<file path="src/rtl/serial_addsub_unit.sv">
// ---------------------------------------------------------------------------
// serial_addsub_unit
//
// Bit-serial adder/subtractor. Two WIDTH-bit operands are loaded in parallel
// on start. They are then combined LSB first, one bit per clock, through a
// single full-adder cell with a carry flip-flop. For subtraction, B is
// inverted at load time and the carry is preset to 1 (A + ~B + 1).
// The result and flags are held in output registers that only change on
// the completion edge or on reset.
//
// Ports:
//   clk        in   system clock, rising edge
//   reset      in   synchronous active-high reset
//   start      in   launch an operation (ignored while busy)
//   sub        in   0 = A+B, 1 = A-B (captured on start)
//   data_a     in   operand A (captured on start)
//   data_b     in   operand B (captured on start)
//   busy       out  high while bits are being processed
//   done       out  one-cycle pulse when result/flags become valid
//   out_sum    out  held result register
//   carry_out  out  final carry (subtract: 1 = no borrow)
//   overflow   out  signed two's-complement overflow
// ---------------------------------------------------------------------------
module serial_addsub_unit #(
  parameter int WIDTH = 8
) (
  input  logic             clk,
  input  logic             reset,
  input  logic             start,
  input  logic             sub,
  input  logic [WIDTH-1:0] data_a,
  input  logic [WIDTH-1:0] data_b,
  output logic             busy,
  output logic             done,
  output logic [WIDTH-1:0] out_sum,
  output logic             carry_out,
  output logic             overflow
);

  localparam int CNT_W = $clog2(WIDTH + 1);

  typedef enum logic [1:0] {
    S_IDLE  = 2'd0,
    S_SHIFT = 2'd1,
    S_DONE  = 2'd2
  } state_t;

  function automatic logic maj3(input logic a, input logic b, input logic c);
    maj3 = (a & b) | (a & c) | (b & c);
  endfunction

  state_t           r_state;
  state_t           w_next;
  logic [WIDTH-1:0] r_a;
  logic [WIDTH-1:0] r_b;
  logic [WIDTH-1:0] r_sum;
  logic             r_carry;
  logic [CNT_W-1:0] r_cnt;
  logic             r_busy;
  logic             r_done;
  logic [WIDTH-1:0] r_out_sum;
  logic             r_carry_out;
  logic             r_overflow;

  logic             w_s;
  logic             w_c;
  logic             w_last;
  logic [WIDTH-1:0] w_sum_next;

  // Full-adder cell on the current LSBs plus the carry flip-flop.
  assign w_s        = r_a[0] ^ r_b[0] ^ r_carry;
  assign w_c        = maj3(r_a[0], r_b[0], r_carry);
  assign w_last     = (r_cnt == CNT_W'(WIDTH - 1));
  assign w_sum_next = {w_s, r_sum[WIDTH-1:1]};

  // Next-state logic.
  always_comb begin
    w_next = r_state;
    case (r_state)
      S_IDLE: begin
        if (start) w_next = S_SHIFT;
        else       w_next = S_IDLE;
      end
      S_SHIFT: begin
        if (w_last) w_next = S_DONE;
        else        w_next = S_SHIFT;
      end
      S_DONE: begin
        // start in the done cycle chains the next operation with no gap
        if (start) w_next = S_SHIFT;
        else       w_next = S_IDLE;
      end
      default: w_next = S_IDLE;
    endcase
  end

  // State register with registered busy/done decoded from the next state.
  always_ff @(posedge clk) begin
    if (reset) begin
      r_state <= S_IDLE;
      r_busy  <= 1'b0;
      r_done  <= 1'b0;
    end else begin
      r_state <= w_next;
      r_busy  <= (w_next == S_SHIFT);
      r_done  <= (w_next == S_DONE);
    end
  end

  // Operand load, serial datapath and result capture.
  always_ff @(posedge clk) begin
    if (reset) begin
      r_a         <= {WIDTH{1'b0}};
      r_b         <= {WIDTH{1'b0}};
      r_sum       <= {WIDTH{1'b0}};
      r_carry     <= 1'b0;
      r_cnt       <= {CNT_W{1'b0}};
      r_out_sum   <= {WIDTH{1'b0}};
      r_carry_out <= 1'b0;
      r_overflow  <= 1'b0;
    end else begin
      case (r_state)
        S_IDLE, S_DONE: begin
          if (start) begin
            r_a     <= data_a;
            r_b     <= sub ? ~data_b : data_b;
            r_sum   <= {WIDTH{1'b0}};
            r_carry <= sub;
            r_cnt   <= {CNT_W{1'b0}};
          end
        end
        S_SHIFT: begin
          r_a     <= {1'b0, r_a[WIDTH-1:1]};
          r_b     <= {1'b0, r_b[WIDTH-1:1]};
          r_sum   <= w_sum_next;
          r_carry <= w_c;
          r_cnt   <= r_cnt + CNT_W'(1);
          if (w_last) begin
            // r_carry here is the carry into the MSB; signed overflow is
            // the disagreement between carry-in and carry-out of the MSB.
            r_out_sum   <= w_sum_next;
            r_carry_out <= w_c;
            r_overflow  <= r_carry ^ w_c;
          end
        end
        default: begin
          r_cnt <= {CNT_W{1'b0}};
        end
      endcase
    end
  end

  assign busy      = r_busy;
  assign done      = r_done;
  assign out_sum   = r_out_sum;
  assign carry_out = r_carry_out;
  assign overflow  = r_overflow;

endmodule

</file>
<file path="config.mk">
export PLATFORM = sky130hd
export DESIGN_NAME = serial_addsub_unit
export DESIGN_NICKNAME = d
export VERILOG_FILES = /design/src/rtl/serial_addsub_unit.sv
export SDC_FILE = /design/constraint.sdc
export NUM_CORES = 1
export LEC_CHECK = 0
export BUFFER_PORTS_ARGS = -buffer_cell sky130_fd_sc_hd__clkbuf_2
export CAP_MARGIN = 5
export CORE_MARGIN = 2
export CORE_UTILIZATION = 40
export DETAILED_ROUTE_END_ITERATION = 12
export GPL_TIMING_DRIVEN = 0
export PLACE_DENSITY = 0.61
export SYNTH_ARGS = -nofsm -noshare
export SYNTH_HDL_FRONTEND = slang
export SYNTH_SLANG_ARGS = --single-unit
</file>
<file path="constraint.sdc">
create_clock -name clk -period 1.6 [get_ports clk]
set_input_delay 0.16 -clock clk [delete_from_list [all_inputs] [get_ports clk]]
set_output_delay 0.16 -clock clk [all_outputs]
set_load 0.02 [all_outputs]
</file>
Word-level counts from Yosys, hierarchy flattened
Index checks and enable logic that the tools add are counted.
Storage, ports and cells
  flip-flop bits (word level): 43
  input port bits: 20
  output and inout bits: 12
  word-level logic and storage cells: 46
Cells by class
  add/sub/neg operators: 1
  equal/unequal tests: 6
  mux-type cells: 14
  bitwise logic cells: 9
  reductions and logical operators: 5
Operators with widths (count)
  $pmux W8 S2: 3
  $mux W8: 4
  $not A8 Y8: 1
  $pmux W4 S2: 1
  $add A4 B1 Y4 const B: 1
  $eq A2 B1 Y1 const B: 2
  $eq A2 B2 Y1 const B: 2
  $eq A4 B3 Y1 const B: 1
  $mux W4: 1
  $pmux W2 S2: 1
  $reduce_and A2 Y1: 2
  $and A1 B1 Y1: 3
  $xor A1 B1 Y1: 3
  $logic_not A2 Y1: 1
  $mux W1: 2
  $mux W2: 1
  $ne A2 B1 Y1 const B: 1
  $or A1 B1 Y1: 2
  $pmux W1 S2: 1
  $reduce_bool A2 Y1: 1
  $reduce_or A2 Y1: 1

Longest topological paths before layout
  depth after elaboration: 4
  gate-level depth with buffers: 5
  mapped depth without buffers: 4

Worst setup path after synthesis
OpenSTA, ideal clock, no wires.
  path type: flip-flop to flip-flop
  start: reg r_cnt[0]
  end: reg r_out_sum[0] (netlist: out_sum[0])
  library setup time: 0.070 ns
  data arrival time: 1.185 ns
  data required time: 1.530 ns
  path slack: 0.345 ns
  cell stages (with the launch flop): 6
  path buffers: 1
  period minus slack after synthesis: 1.255 ns
  cell sequence: dfxtp_1 -> ha_1 -> and3b_1 -> clkbuf_1 -> nand3_1 -> a21oi_1
Between the ends
  longest elaborated chain between the ends: 2
Ends and longest elaborated chain
  from (decl): line 58  | logic [CNT_W-1:0] r_cnt;
  from (signal assigned): line 117  | r_cnt <= {CNT_W{1'b0}};
  from (signal assigned): line 129  | r_cnt <= {CNT_W{1'b0}};
  from (signal assigned): line 137  | r_cnt <= r_cnt + CNT_W'(1);
  $eq A4 B3 Y1: line 73  | assign w_last = (r_cnt == CNT_W'(WIDTH - 1));
  $reduce_and A2 Y1 (no source line)
  to (signal assigned): line 118  | r_out_sum <= {WIDTH{1'b0}};
  to (signal assigned): line 141  | r_out_sum <= w_sum_next;
  to (decl): line 61  | logic [WIDTH-1:0] r_out_sum;
No other way between the ends.
A chain may end at the register's enable or synchronous reset.

Worst setup path in the final report
  start: reg r_cnt[0]
  end: reg r_busy (netlist: busy)
Between the ends
  longest elaborated chain between the ends: 4
Ends and longest elaborated chain
  $eq A4 B3 Y1: line 73
  $mux W2: line 85  | if (w_last) w_next = S_DONE;
  $pmux W2 S2: line 79  | case (r_state)
  $eq A2 B1 Y1: line 105  | r_busy <= (w_next == S_SHIFT);
  to (signal assigned): line 105
  to (decl): line 59  | logic r_busy;
No other way between the ends.

==> qor.txt <==
Result of the run: completed
Height of the die: 70.2 um
Yosys warnings: 0
Setup repair after global routing missed its margin: false
Minimum clock period: 1390 ps
Number of max-capacitance violations reported: 0
Clock network latency to the later pin of the worst-skew pair: 300 ps
Post-synthesis net count: 223
Diodes inserted: 0
Async set-or-reset flop fraction in the synthesized netlist: 0
Site Rows: 24
Most frequent cells in the layout: dfxtp_1 (42), a21oi_1 (37), nand3_1 (35)
Post-DRT Antenna Nets: 0
Accumulated negative setup slack: 0 ps
Upper clock frequency limit: 721 MHz
Starting DRC count in detailed routing: 83
Critical-path maximum fanout: 10
Worst Tran Pin Value: 493 ps
Launching element type of the critical path: flop
Worst relative slew slack: 0.671
Non-filler cells in the finished layout: 289
Number of distinct library cells after synthesis: 26
Root Buffer Master: clkbuf_8
Number of levels in the clock H-tree: 2
Syn Inst Count: 201
Count of endpoints failing hold in the final timing report: 0
Arrival time of the worst setup path: 1570 ps
Final weighted congestion in routability-driven placement: 0.726
Fin. max-slew vios: 0
Number of remaining DRC errors: 0
Vias in the first global route: 1419
Cell area after synthesis: 0.00175 mm^2
Global route overflow: 0
Most instantiated flip-flop cell in the synthesis netlist: dfxtp_1
Total clock sinks: 42
Number of optimization iterations in the first detailed-route pass: 4
Post-synth EDFFs: 0
GR Util All Layers: 0.169
CTS Hold Buffers Added: 0
Fraction of final layout cells with drive strength greater than 1: 0.224
Area Growth Syn to Fin: 18.2%
IO Count: 32
Per-instance average area after synthesis: 8.73 um^2
Maximum vdd ir drop: 0.588 mV
Placeable core region: 0.00429 mm^2
First-pass GRT wire length: 6580 um
Final net count: 258
Number of CTS-inserted buffers: 5
Buffer depth of the longest clock path: 2
Area of the die: 0.00493 mm^2
Final period util: 0.867
Largest net degree at the start of global routing: 14
Number of setup violations in the final report: 0
Number of register bits inferred by synthesis: 42
Starting density of the core: 0.409
Number of antenna violations at the first check in global routing: 0
PortBufs: 29
Clock skew: 12.7 ps
Vias per Instance: 5.41
Final HPWL from detailed placement: 2730 um
Sequential fraction of the synthesis area: 0.479
Number of cells after detailed placement: 282
Final wirelength: 3910 um
TritonCTS clock tree: built
Sort of element at the end of the critical path: flop
Total power divided by cell area: 1060 mW/mm^2
Min-delay worst type: in2reg
CTS clk-pin slew, worst paths: 90 ps
Drt wl/cell: 13.5 um
Via count: 1563
Chip width: 70.2 um
Required time reported for the critical path endpoint: 1780 ps
Leakage power total: 0.779 nW
Kind of critical path: reg2reg
Most common cell after layout, fill and taps aside: dfxtp_1
## per-stage QoR
stage,hold WS [ps],util,area [um^2],worst slack (ps),power [mW]
after global placement,392,0.457,1960,56.1,1.39
after detailed placement,398,0.457,1960,75.6,1.39
after floorplan,296,-,1750,345,1.31
after global routing,88.7,0.483,2070,81.5,2.29
final,91.6,0.483,2070,213,2.19
after CTS,87.1,0.483,2070,35.2,2.22
## power by group
| group | internal [mW] | total [mW] | switching [mW] |
|---|---|---|---|
| logic | 0.101 | 0.252 | 0.151 |
| clock network | 0.466 | 0.831 | 0.365 |
| registers | 1.09 | 1.11 | 0.0264 |
| total | 1.65 | 2.19 | 0.542 |
## area by class of cell
| cell class | count | area [um^2] |
|---|---|---|
| Fill cell | 439 | 2220 |
| Clock buffer | 6 | 72.6 |
| Buffer | 20 | 109 |
| Timing Repair Buffer | 29 | 145 |
| Multi-Input combinational cell | 138 | 803 |
| Tap cell | 52 | 65.1 |
| Sequential cell | 42 | 841 |
| Clock inverter | 2 | 37.5 |
## cell families (layout without fill, tap and decap cells)
group | after synthesis | after routing | share of synthesized area
AO/OA/AOI/OAI | 64 | 64 | 0.207
AND/OR/NAND/NOR | 62 | 62 | 0.181
flip-flops | 42 | 42 | 0.479
buffers and inverters | 21 | 57 | 0.0635
XOR/XNOR | 9 | 9 | 0.0449
adder cells (fa/ha/maj) | 2 | 2 | 0.0185
multiplexers | 1 | 1 | 0.00571
## worst paths after layout
check / from / to / slack (ps) / depth (start not counted)
worst min register to register: r_b[1] / r_b[1] / 470 / 2
worst max-delay path: r_cnt[0] / busy / 210 / 5
worst min-delay path: data_a[7] / r_a[7] / 90 / 3
worst max register to register: r_cnt[0] / busy / 210 / 5
## per-layer routing
layer  GRT usage  vias up  wire length (um)
li1            -      785                 -
met1       0.228      736              1850
met2       0.260       36              1810
met3      0.0447        6               186
met4      0.0641        0                53
met5           0        -                 0
## synth_stat cells (all sizes together) (2+ instances only)
master	count	area [um^2]
nand3	35	175
xor2	8	70.1
dfxtp	42	841
nand2	10	37.5
buf	14	85.1
nor2	4	15.0
clkbuf	7	26.3
nand2b	2	12.5
nor3	2	10.0
a21oi	37	185
nand3b	3	22.5
o21ai	10	50.1
a22oi	15	113
## registers in the layout (all words and copies together) (netlist names)
signal,cells
busy,1
r_sum,7
r_state,2
overflow,1
done,1
r_a,8
r_carry,1
r_cnt,4
carry_out,1
out_sum,8
r_b,8
## worst max-delay path, cell delays in order, from the launching register on
cell and delay [ps]:
dfxtp_1 380, ha_1 230, nand3b_1 130, clkbuf_2 210
a21oi_1 250, nor2_1 60
## what timing repair did
action                     CTS  global route
gates resized for setup      0             3
setup endpoints to repair    0             9
buffers inserted             0             0
Note: power is estimated with default switching activity, not from simulation.
